--- config.mk ---
export PLATFORM = sky130hd
export DESIGN_NAME = key_debounce
export DESIGN_NICKNAME = d
export VERILOG_FILES = /design/src/rtl/key_pkg.sv /design/src/rtl/key_debounce_sync.sv /design/src/rtl/key_debounce.sv
export SDC_FILE = /design/constraint.sdc
export NUM_CORES = 1
export LEC_CHECK = 0
export ABC_AREA = 0
export CAP_MARGIN = 20
export CORE_ASPECT_RATIO = 1.2
export CORE_UTILIZATION = 57
export CTS_BUF_LIST = sky130_fd_sc_hd__clkbuf_2
export DETAILED_ROUTE_END_ITERATION = 8
export GPL_TIMING_DRIVEN = 0
export PLACE_DENSITY = 0.9
export REMOVE_ABC_BUFFERS = 1
export SETUP_SLACK_MARGIN = 0.05
export SYNTH_ARGS = -nofsm -noshare
export SYNTH_HDL_FRONTEND = slang
export SYNTH_SLANG_ARGS = --single-unit
--- constraint.sdc ---
create_clock -name clk -period 2.3 [get_ports clk]
set_input_delay 0.23 -clock clk [delete_from_list [all_inputs] [get_ports clk]]
set_output_delay 0.23 -clock clk [all_outputs]
set_load 0.05 [all_outputs]
--- src/rtl/key_pkg.sv ---
// Shared types, default timing and counter width helper for the key conditioning block.
package key_pkg;

  typedef enum logic [2:0] {
    RELEASED   = 3'd0,
    PRESS_WAIT = 3'd1,
    PRESSED    = 3'd2,
    HELD       = 3'd3,
    REL_WAIT   = 3'd4
  } key_state_e;

  localparam int DEF_DEBOUNCE_CYCLES = 16;
  localparam int DEF_HOLD_CYCLES     = 1000;
  localparam int DEF_REPEAT_CYCLES   = 250;

  // Width of a counter that must reach max_val; never narrower than 1 bit.
  function automatic int cnt_w(input int max_val);
    return (max_val < 1) ? 1 : $clog2(max_val + 1);
  endfunction

endpackage

--- src/rtl/key_debounce_sync.sv ---
// Polarity normalisation and 2-flop synchroniser; key_s = 1 means pressed.
module key_debounce_sync #(
  parameter int ACTIVE_HIGH = 1
) (
  input  logic clk,
  input  logic rst,
  input  logic key_raw,
  output logic key_s
);

  logic key_n;
  logic meta_d, meta_q;
  logic sync_d, sync_q;

  assign key_n = key_raw ^ (ACTIVE_HIGH == 0);

  always_comb begin
    meta_d = key_n;
    sync_d = meta_q;
  end

  always_ff @(posedge clk) begin
    if (rst) begin
      meta_q <= 1'b0;
      sync_q <= 1'b0;
    end else begin
      meta_q <= meta_d;
      sync_q <= sync_d;
    end
  end

  assign key_s = sync_q;

endmodule

--- src/rtl/key_debounce.sv ---
// Debounces a raw key into a clean level plus press/release/hold/repeat pulses.
//   state      | meaning
//   RELEASED   | key idle, level 0
//   PRESS_WAIT | counting consecutive pressed samples
//   PRESSED    | level 1, counting towards long-press
//   HELD       | long-press reached, generating auto-repeat
//   REL_WAIT   | counting consecutive released samples, hold/repeat frozen
module key_debounce
  import key_pkg::*;
#(
  parameter int ACTIVE_HIGH     = 1,
  parameter int DEBOUNCE_CYCLES = DEF_DEBOUNCE_CYCLES,
  parameter int HOLD_CYCLES     = DEF_HOLD_CYCLES,
  parameter int REPEAT_CYCLES   = DEF_REPEAT_CYCLES
) (
  input  logic clk,
  input  logic rst,
  input  logic key_raw,
  output logic key_level,
  output logic key_press,
  output logic key_release,
  output logic key_hold,
  output logic key_repeat
);

  localparam int DB_W   = cnt_w(DEBOUNCE_CYCLES);
  localparam int HOLD_W = cnt_w(HOLD_CYCLES);
  localparam int REP_W  = cnt_w(REPEAT_CYCLES);
  localparam logic [DB_W-1:0]   DB_MAX   = DB_W'(DEBOUNCE_CYCLES);
  localparam logic [HOLD_W-1:0] HOLD_MAX = HOLD_W'(HOLD_CYCLES);
  localparam logic [REP_W-1:0]  REP_MAX  = REP_W'(REPEAT_CYCLES);
  localparam bit DB_ONE  = (DEBOUNCE_CYCLES == 1);
  localparam bit REP_EN  = (REPEAT_CYCLES != 0);

  logic key_s;

  key_state_e state_d, state_q;
  key_state_e origin_d, origin_q;
  logic [DB_W-1:0]   db_cnt_d, db_cnt_q, db_inc;
  logic [HOLD_W-1:0] hold_cnt_d, hold_cnt_q, hold_inc;
  logic [REP_W-1:0]  rep_cnt_d, rep_cnt_q, rep_inc;
  logic level_d, level_q;
  logic press_d, press_q;
  logic rel_d, rel_q;
  logic hold_d, hold_q;
  logic rpt_d, rpt_q;

  key_debounce_sync #(.ACTIVE_HIGH(ACTIVE_HIGH)) u_sync (
    .clk     (clk),
    .rst     (rst),
    .key_raw (key_raw),
    .key_s   (key_s)
  );

  // Saturating increments; db_inc is the sample count including the current one.
  assign db_inc   = (db_cnt_q == DB_MAX)     ? db_cnt_q   : db_cnt_q + DB_W'(1);
  assign hold_inc = (hold_cnt_q == HOLD_MAX) ? hold_cnt_q : hold_cnt_q + HOLD_W'(1);
  assign rep_inc  = (rep_cnt_q == REP_MAX)   ? rep_cnt_q  : rep_cnt_q + REP_W'(1);

  always_comb begin
    state_d    = state_q;
    origin_d   = origin_q;
    db_cnt_d   = db_cnt_q;
    hold_cnt_d = hold_cnt_q;
    rep_cnt_d  = rep_cnt_q;
    level_d    = level_q;
    press_d    = 1'b0;
    rel_d      = 1'b0;
    hold_d     = 1'b0;
    rpt_d      = 1'b0;
    case (state_q)
      RELEASED: begin
        level_d  = 1'b0;
        db_cnt_d = '0;
        if (key_s) begin
          if (DB_ONE) begin
            state_d    = PRESSED;
            level_d    = 1'b1;
            press_d    = 1'b1;
            hold_cnt_d = '0;
          end else begin
            state_d  = PRESS_WAIT;
            db_cnt_d = DB_W'(1);
          end
        end
      end
      PRESS_WAIT: begin
        if (!key_s) begin
          state_d  = RELEASED;
          db_cnt_d = '0;
        end else if (db_inc == DB_MAX) begin
          state_d    = PRESSED;
          level_d    = 1'b1;
          press_d    = 1'b1;
          hold_cnt_d = '0;
          db_cnt_d   = '0;
        end else begin
          db_cnt_d = db_inc;
        end
      end
      PRESSED, HELD: begin
        if (!key_s) begin
          origin_d = state_q;
          if (DB_ONE) begin
            state_d = RELEASED;
            level_d = 1'b0;
            rel_d   = 1'b1;
          end else begin
            state_d  = REL_WAIT;
            db_cnt_d = DB_W'(1);
          end
        end else if (state_q == PRESSED) begin
          hold_cnt_d = hold_inc;
          if (hold_inc == HOLD_MAX) begin
            hold_d    = 1'b1;
            state_d   = HELD;
            rep_cnt_d = '0;
          end
        end else if (REP_EN) begin
          rep_cnt_d = rep_inc;
          if (rep_inc == REP_MAX) begin
            rpt_d     = 1'b1;
            rep_cnt_d = '0;
          end
        end
      end
      REL_WAIT: begin
        if (key_s) begin
          state_d  = origin_q;
          db_cnt_d = '0;
        end else if (db_inc == DB_MAX) begin
          state_d  = RELEASED;
          level_d  = 1'b0;
          rel_d    = 1'b1;
          db_cnt_d = '0;
        end else begin
          db_cnt_d = db_inc;
        end
      end
      default: state_d = RELEASED;
    endcase
  end

  always_ff @(posedge clk) begin
    if (rst) begin
      state_q    <= RELEASED;
      origin_q   <= PRESSED;
      db_cnt_q   <= '0;
      hold_cnt_q <= '0;
      rep_cnt_q  <= '0;
      level_q    <= 1'b0;
      press_q    <= 1'b0;
      rel_q      <= 1'b0;
      hold_q     <= 1'b0;
      rpt_q      <= 1'b0;
    end else begin
      state_q    <= state_d;
      origin_q   <= origin_d;
      db_cnt_q   <= db_cnt_d;
      hold_cnt_q <= hold_cnt_d;
      rep_cnt_q  <= rep_cnt_d;
      level_q    <= level_d;
      press_q    <= press_d;
      rel_q      <= rel_d;
      hold_q     <= hold_d;
      rpt_q      <= rpt_d;
    end
  end

  assign key_level   = level_q;
  assign key_press   = press_q;
  assign key_release = rel_q;
  assign key_hold    = hold_q;
  assign key_repeat  = rpt_q;

endmodule

==> results.json, run 1 <==
{
  "synthAdderAreaFrac_pct": 3.34,
  "start_kind": "flip-flop",
  "drive_above_1_share_pct": 20.3,
  "timing.slew.headroom_pct": 53.6,
  "fmax_mhz": 430,
  "finalWirelength_mm": 5.58,
  "fin_cells": 352,
  "mostFrequentLayoutCell": "nor2_1",
  "crit_path_end_kind": "flip-flop",
  "violations": "setup timing",
  "pre_cts_ws_ps": -481,
  "place.gp.congestion": 0.913,
  "ctsHtreeMaxLevel": 2,
  "antenna_cells": 0,
  "num_vias": 2252,
  "r2r_slack_ps": -20,
  "areaGrowthSynthToFinish_pct": 15.7,
  "switching_share_pct": 25.7,
  "dieArea_um2": 4200,
  "grt_pass1_wl_mm": 9.14,
  "cts_buffer_depth": 2,
  "synth_cell_type_count": 57,
  "dr.pass1.iters": 5,
  "grt_usage_pct": 27.6,
  "power.clock.fraction_pct": 29.9,
  "vdd_drop_max_mv": 0.223,
  "antenna_left": 0,
  "post_drt_wl_per_cell_um": 15.9,
  "yosysWarnings": 0,
  "finClkSkew_ps": 53.5,
  "clockRootBuffer": "clkbuf_2",
  "p_int_uw": 707,
  "rsz0062_at_grt": "yes",
  "antenna_found_initial": 0,
  "syn_inst": 290,
  "hold_violations": 0,
  "dp_hpwl_mm": 3.53,
  "setup_tns_ps": -47.5,
  "synth_compound_area_share_pct": 22.5,
  "worst-path-max-fanout": 4,
  "p_per_area_nw_per_um2": 365,
  "grt_max_degree": 31,
  "p_switching_uw": 244,
  "setup_slack_ps": -23.9,
  "die_h_um": 70.8,
  "drt_iter0_markers": 189,
  "drv_slew": 0,
  "avgSynthCellArea_um2": 7.76,
  "clk_latency_ps": 410,
  "synthMuxAreaShare_pct": 0.445,
  "dp_cells": 333,
  "yosys.area_share.simple_pct": 33.1,
  "start_util_pct": 60.9,
  "seqPwrFrac_pct": 66.2,
  "die_w_um": 59.4,
  "cp_data_required_time_ps": 2590,
  "path_clk_slew_ps": 230,
  "io_pins": 8,
  "viasPerCell": 6.40,
  "tightest_slew_ps": 691,
  "core_area_um2": 3690,
  "cts_hold_buffers": 0,
  "synth-xor-area-share_pct": 3.11,
  "most-common-layout-cells": "nor2_1, dfxtp_1, a21oi_1, nand2_1, o21ai_0",
  "setup_viol": 2,
  "min_path_type": "input pin to flip-flop",
  "final_nets": 308,
  "netlist_area_um2": 2250,
  "critical_path_class": "flip-flop to flip-flop",
  "fin_util_pct": 70.5,
  "num_rows": 24,
  "cts_sinks": 36,
  "pwr-share-comb_pct": 3.8,
  "grt-ovfl-total": 0,
  "async_reset_ff_share_pct": 0,
  "synth.ff_latch_count": 36,
  "synth_ff_type": "dfxtp_1",
  "drc": 0,
  "period_minus_slack_ps": 2320,
  "cts_tree": "done",
  "critical_path_arrival_ps": 2620,
  "drv_cap": 0,
  "ys_seq_area_share_pct": 32.0,
  "fin_crit_sh_pct": 101,
  "power_uw": 951,
  "leakage_uw": 0.000858,
  "synth_top_family_by_area": "simple AND/OR/NAND/NOR gates",
  "cts_buffers": 5,
  "outcome": "finished with violations",
  "grt_pass1_vias": 2037,
  "synth-edff-count": 0,
  "portBuffers": 7
}
==> worst max-delay path, cell delays in order, from the launching register on <==
cell      delay, ps
dfxtp_4         440
ha_4            140
and4b_2         260
a21oi_2          60
a211oi_2        220
or4b_4          500
nor2b_4         160
and3_4          160
a211o_1         250
==> repair_timing <==
action	in CTS	in global routing
resized for setup	24	23
buffers inserted	8	2
endpoints found under the hold margin	0	0
pin swaps	5	10
gates cloned	0	0
setup endpoints to repair	21	18
==> worst paths after layout <==
path	start	end	depth (start not counted)
max	rep_cnt_q[1]	rep_cnt_q[6]	8
min	rst	hold_cnt_q[7]	2
max reg2reg	rep_cnt_q[1]	rep_cnt_q[6]	8
min reg2reg	u_sync.meta_q	u_sync.key_s	1
==> layer usage <==
layer | up-vias | track usage (%) | routed length, um
li1 | 1074 | - | -
met4 | 0 | 11.6 | 100
met3 | 16 | 6.03 | 343
met5 | - | 0 | 0
met2 | 105 | 47.6 | 2900
met1 | 1057 | 32.3 | 2240
==> per-stage QoR <==
stage / hold slack (ps) / area [um2]
2_1_floorplan: 299 / 2170
3_3_place_gp: 418 / 2300
3_5_place_dp: 434 / 2300
4_1_cts: 390 / 2490
5_1_grt: 372 / 2600
6_report: 383 / 2600
==> state kept, by name, summed over array words and instances, names as in the netlist, 3 cells and up <==
name        cells
origin_q        3
state_q         3
rep_cnt_q       8
hold_cnt_q     10
db_cnt_q        5
==> synthesized netlist by cell type, types with 3 or more instances <==
cell       n  area share, %
xnor2_1    5            1.9
a31oi_1    3           0.83
a211o_1    3            1.2
or3_1      7            1.9
o21ai_0   22            4.9
nand2b_1   4            1.1
nor3b_1    3            1.0
nor4bb_1   3            1.3
ha_1       6            3.3
dfxtp_1   36             32
and3_1     8            2.2
xor2_1     3            1.2
inv_1     10            1.7
a211oi_1   8            2.7
and2_1     4            1.1
nand3_1   16            3.6
nor3_1     5            1.1
nor2_1    31            5.2
nor2b_1    7            1.9
nand3b_1   3            1.0
o31ai_1    3            1.0
nand4_1    6            1.7
a32oi_1    3            1.2
buf_2      5            1.1
a21oi_1   21            4.7
nand2_1   19            3.2
clkbuf_1   9            1.5
==> power by group through the flow <==
stage	clock network, uW	registers (uW)	logic, uW
4_1_cts	283	631	29.8
5_1_grt	317	631	39.6
6_report	285	630	36.6
3_5_place_dp	0	646	30.1
2_1_floorplan	0	644	14.9
3_3_place_gp	0	645	28.8
==> kinds of logic after synthesis <==
kind of cell | count (synthesis)
and+or+nand+nor | 133
AOI/OAI and AO/OA | 79
DFF | 36
buffers and inverters | 27
xor gates and xnor gates | 8
adders and majority gates | 6
muxes | 1
==> area by class of cell <==
cell class	count	area, um2
multi-input combinational	227	1550
fill	273	1090
sequential	36	739
timing repair buffer	18	168
tap	52	65.1
inverter	11	47.5
clock buffer	5	25.0
clock inverter	3	13.8
Power figures use the tool's default switching activity.
==> inputs of run 2 (changes only) <==
--- a/config.mk
+++ b/config.mk
@@ -6,13 +6,13 @@
 export NUM_CORES = 1
 export LEC_CHECK = 0
 export ABC_AREA = 0
-export CAP_MARGIN = 20
+export CAP_MARGIN = 0
 export CORE_ASPECT_RATIO = 1.2
 export CORE_UTILIZATION = 57
 export CTS_BUF_LIST = sky130_fd_sc_hd__clkbuf_2
 export DETAILED_ROUTE_END_ITERATION = 8
 export GPL_TIMING_DRIVEN = 0
-export PLACE_DENSITY = 0.9
+export PLACE_DENSITY = 0.78
 export REMOVE_ABC_BUFFERS = 1
 export SETUP_SLACK_MARGIN = 0.05
 export SYNTH_ARGS = -nofsm -noshare
==> results.json, run 2 (same netlist as run 1, synthesis figures left out) <==
{
  "grt_pass1_vias": 1908,
  "start_util_pct": 60.9,
  "largest_reg_flops": 10,
  "drt_iter0_markers": 70,
  "critical_path_class": "flip-flop to flip-flop",
  "top_register": "hold_cnt_q",
  "worst-path-max-fanout": 4,
  "dieArea_um2": 4200,
  "post_drt_wl_per_cell_um": 15.0,
  "most-common-layout-cells": "nor2_1, dfxtp_1, a21oi_1, nand2_1",
  "min_path_type": "input pin to flip-flop",
  "viasPerCell": 6.06,
  "grt_usage_pct": 25.6,
  "path_clk_slew_ps": 160,
  "p_switching_uw": 229,
  "core_area_um2": 3690,
  "drv_slew": 0,
  "power.clock.fraction_pct": 28.7,
  "regArea_um2": 739,
  "clockRootBuffer": "clkbuf_2",
  "violations": "setup timing",
  "switching_share_pct": 24.7,
  "io_pins": 8,
  "num_vias": 2109,
  "die_w_um": 59.4,
  "critical_path_arrival_ps": 2630,
  "drv_cap": 0,
  "nFillCells": 318,
  "dp_hpwl_mm": 3.41,
  "cts_sinks": 36,
  "cp_data_required_time_ps": 2590,
  "antenna_found_initial": 0,
  "grt_max_degree": 31,
  "portBuffers": 7,
  "drc": 0,
  "areaGrowthSynthToFinish_pct": 13.2,
  "die_h_um": 70.8,
  "cts_buffers": 5,
  "final_nets": 305,
  "mostFrequentLayoutCell": "nor2_1",
  "pwr-share-comb_pct": 3.3,
  "clk_latency_ps": 390,
  "leakage_uw": 0.000838,
  "tightest_slew_ps": 1140,
  "drive_above_1_share_pct": 18.6,
  "seqPwrFrac_pct": 68.0,
  "place.gp.congestion": 0.818,
  "finClkSkew_ps": 8.37,
  "whs_ps": 375,
  "hold_violations": 0,
  "multiInputGateArea_um2": 1530,
  "cts_tree": "done",
  "start_kind": "flip-flop",
  "num_rows": 24,
  "ctsHtreeMaxLevel": 2,
  "period_minus_slack_ps": 2340,
  "pre_cts_ws_ps": -491,
  "p_per_area_nw_per_um2": 363,
  "cts_buffer_depth": 2,
  "cts_hold_buffers": 0,
  "vdd_drop_max_mv": 0.241,
  "timing.slew.headroom_pct": 23.9,
  "crit_path_end_kind": "flip-flop",
  "dr.pass1.iters": 4,
  "reg_top3": "hold_cnt_q (10), rep_cnt_q (8), db_cnt_q (5)",
  "setup_viol": 2,
  "p_int_uw": 697,
  "antenna_cells": 0,
  "setup_slack_ps": -41.6,
  "antenna_left": 0,
  "fin_crit_sh_pct": 102,
  "grt-ovfl-total": 0,
  "finalWirelength_mm": 5.20,
  "grt_pass1_wl_mm": 8.36,
  "rsz0062_at_grt": "yes",
  "outcome": "finished with violations",
  "fmax_mhz": 427
}
-- run 2: cell count changes in the layout (fill, tap and decap cells not counted), sizes merged --
cell / previous run / this run
buf: 11 / 8
clkinv: 3 / 2
-- run 2: path summary, 6_finish.rpt --
| kind | from | endpoint | slack, ps | cells after the start |
|---|---|---|---|---|
| worst max-delay path | rep_cnt_q[0] | rep_cnt_q[3] | -40 | 9 |
| worst max register to register | rep_cnt_q[0] | rep_cnt_q[3] | -40 | 9 |
| worst min-delay path | key_raw | u_sync.meta_q | 380 | 2 |
| worst min register to register | u_sync.meta_q | u_sync.key_s | 450 | 1 |
-- run 2: final cells by class --
| class | instances | share of cell area, % |
|---|---|---|
| multi-input cells | 227 | 60.2 |
| inverters | 11 | 1.87 |
| repair buffers | 15 | 5.06 |
| well taps | 52 | 2.55 |
| flip-flops and latches | 36 | 29.0 |
| clock inverters | 2 | 0.295 |
| clock buffers | 5 | 0.982 |
-- run 2: timing repair --
action,in CTS,in global routing
pin swaps,7,7
buffers inserted,4,4
resized for setup,21,26
endpoints found under the setup margin,18,19
-- run 2: metal layers --
layer / part of all wire, % / wire length, um / up-vias / track usage (%)
li1: - / - / 1068 / -
met1: 45 / 2320 / 983 / 29.8
met2: 50 / 2600 / 46 / 44.8
met3: 3.8 / 198 / 12 / 4.94
met4: 1.7 / 90 / 0 / 10.1
met5: 0 / 0 / - / 0
-- run 2: power by group through the flow --
stage,Sequential (uW),Combinational (uW),Clock [uW]
2_1_floorplan,644,14.9,0
6_report,629,30.5,266
4_1_cts,630,29.4,266
5_1_grt,630,33.6,288
3_5_place_dp,646,29.4,0
3_3_place_gp,645,29.0,0
-- run 2: metrics by stage --
step,setup TNS [ps],area [um2],util [%],power [uW],instances
floorplan,-121,2170,-,659,274
global placement,-4870,2300,62.4,674,333
detailed placement,-5000,2300,62.4,675,333
CTS,-24.4,2440,66.0,926,344
global route,-225,2550,69.0,952,348
finish,-51.5,2550,69.0,926,348
-- run 2: worst max-delay path, stage by stage, from the launching register on --
cell and delay, ps:
dfxtp_4 400, inv_4 60, ha_4 120, and4b_2 280, a21oi_2 70, a211oi_2 240, or4b_4 510, nor2b_4 160
and3b_1 160, a221o_1 260
==> inputs of run 3 (changes only) <==
--- a/config.mk
+++ b/config.mk
@@ -10,11 +10,13 @@
 export CORE_ASPECT_RATIO = 1.2
 export CORE_UTILIZATION = 57
 export CTS_BUF_LIST = sky130_fd_sc_hd__clkbuf_2
+export CTS_CLUSTER_SIZE = 16
 export DETAILED_ROUTE_END_ITERATION = 8
 export GPL_TIMING_DRIVEN = 0
 export PLACE_DENSITY = 0.78
 export REMOVE_ABC_BUFFERS = 1
 export SETUP_SLACK_MARGIN = 0.05
+export SLEW_MARGIN = 20
 export SYNTH_ARGS = -nofsm -noshare
 export SYNTH_HDL_FRONTEND = slang
 export SYNTH_SLANG_ARGS = --single-unit
==> results.json, run 3 (same netlist as run 1, synthesis figures left out) <==
{
  "cts_hold_buffers": 0,
  "cts_buffer_depth": 2,
  "timing.slew.headroom_pct": 57.7,
  "finClkSkew_ps": 17.8,
  "antenna_cells": 0,
  "num_vias": 2115,
  "drive_above_1_share_pct": 19.0,
  "top_register": "hold_cnt_q",
  "cts_sinks": 36,
  "cts_tree": "done",
  "areaGrowthSynthToFinish_pct": 12.6,
  "io_pins": 8,
  "violations": "setup timing",
  "start_util_pct": 60.9,
  "fin_util_pct": 68.6,
  "ff2ff_path_depth": 9,
  "tightest_slew_ps": 629,
  "critical_path_arrival_ps": 2630,
  "grt_max_degree": 31,
  "final_nets": 303,
  "period_minus_slack_ps": 2340,
  "leakage_uw": 0.000828,
  "min_path_type": "input pin to flip-flop",
  "clk_latency_ps": 390,
  "pre_cts_ws_ps": -491,
  "use_met1_pct": 29.8,
  "drv_cap": 0,
  "grt-busiest-layer": "met2",
  "grt_usage_pct": 25.6,
  "ctsHtreeMaxLevel": 2,
  "whs_ps": 315,
  "p_per_area_nw_per_um2": 366,
  "rsz0062_at_grt": "yes",
  "worstSetupStartpoint": "rep_cnt_q[0]",
  "drt_iter0_markers": 100,
  "viasPerCell": 6.11,
  "worst-path-max-fanout": 4,
  "drc": 0,
  "drv_slew": 0,
  "vdd_drop_max_mv": 0.241,
  "grt_pass1_wl_mm": 8.36,
  "most-common-layout-cells": "nor2_1, dfxtp_1, a21oi_1, nand2_1",
  "crit_path_end_kind": "flip-flop",
  "setup_slack_ps": -42.5,
  "grtUsageMet2_pct": 44.8,
  "r2r_start": "rep_cnt_q[0]",
  "cp_data_required_time_ps": 2590,
  "start_kind": "flip-flop",
  "core_area_um2": 3690,
  "die_h_um": 70.8,
  "path_clk_slew_ps": 180,
  "r2r-end": "rep_cnt_q[3]",
  "setup_viol": 2,
  "grt_pass1_vias": 1908,
  "critical_path_class": "flip-flop to flip-flop",
  "mostFrequentLayoutCell": "nor2_1",
  "r2r_slack_ps": -40,
  "use_met3_pct": 4.94,
  "dp_hpwl_mm": 3.41,
  "place.gp.congestion": 0.818,
  "clockRootBuffer": "clkbuf_2",
  "reg_top3": "hold_cnt_q (10), rep_cnt_q (8), db_cnt_q (5)",
  "dieArea_um2": 4200,
  "hold_violations": 0,
  "fmax_mhz": 427,
  "largest_reg_flops": 10,
  "cts_buffers": 5,
  "fin_crit_sh_pct": 102,
  "die_w_um": 59.4,
  "grt-ovfl-total": 0,
  "num_rows": 24,
  "finalWirelength_mm": 5.25,
  "dr.pass1.iters": 6,
  "antenna_found_initial": 0,
  "antenna_left": 0,
  "portBuffers": 7,
  "endpoint": "rep_cnt_q[3]",
  "outcome": "finished with violations",
  "post_drt_wl_per_cell_um": 15.2
}
-- run 3: worst max-delay path, stage by stage (launching register included) --
cell      delay (ps)
dfxtp_4          400
inv_4             60
ha_4             120
and4b_2          280
a21oi_2           70
a211oi_2         240
or4b_4           510
nor2b_4          160
and3b_1          160
a221o_1          260
-- run 3: power by group --
| group | internal (uW) | leakage, uW | switching, uW |
|---|---|---|---|
| logic | 10.4 | 0.000507 | 20.0 |
| clock network | 62.6 | 0.0000239 | 206 |
| registers | 623 | 0.000296 | 6.00 |
-- run 3: final cells by class --
| cell class | count | area (um2) |
|---|---|---|
| flip-flops and latches | 36 | 741 |
| repair buffers | 13 | 110 |
| clock buffers | 5 | 25.0 |
| well taps | 52 | 65.1 |
| fillers | 318 | 1160 |
| inverters | 11 | 47.5 |
| clock inverters | 2 | 7.51 |
| multi-input cells | 227 | 1540 |
-- run 3: what timing repair did --
item	in CTS	in global routing
setup buffers	4	2
cloned	0	0
pin swaps	7	7
resized for setup	21	28
setup endpoints to repair	18	18
-- run 3: worst min-delay path by stage --
| stage | startpoint | end | slack (ps) | cells after the start |
|---|---|---|---|---|
| 4_1_cts | key_raw | u_sync.meta_q | 370 | 2 |
| 5_1_grt | rst | u_sync.meta_q | 340 | 2 |
| 3_5_place_dp | u_sync.meta_q | u_sync.key_s | 430 | 1 |
| 6_report | rst | db_cnt_q[1] | 320 | 2 |
| 2_1_floorplan | rst | db_cnt_q[2] | 300 | 1 |
| 3_3_place_gp | u_sync.meta_q | u_sync.key_s | 420 | 1 |
-- run 3: stage by stage --
step           area (um2)  total power (uW)  std cells  setup TNS [ps]
6_report             2530               928        346           -54.5
5_1_grt              2530               952        346            -223
4_1_cts              2440               926        344           -24.4
3_5_place_dp         2300               675        333           -5000
3_3_place_gp         2300               674        333           -4870
2_1_floorplan        2170               659        274            -121
-- run 3: routing by layer --
metal	wire length [um]	vias to the layer above
met5	0	-
met4	82	0
met3	213	9
met2	2590	56
met1	2360	988
li1	-	1062
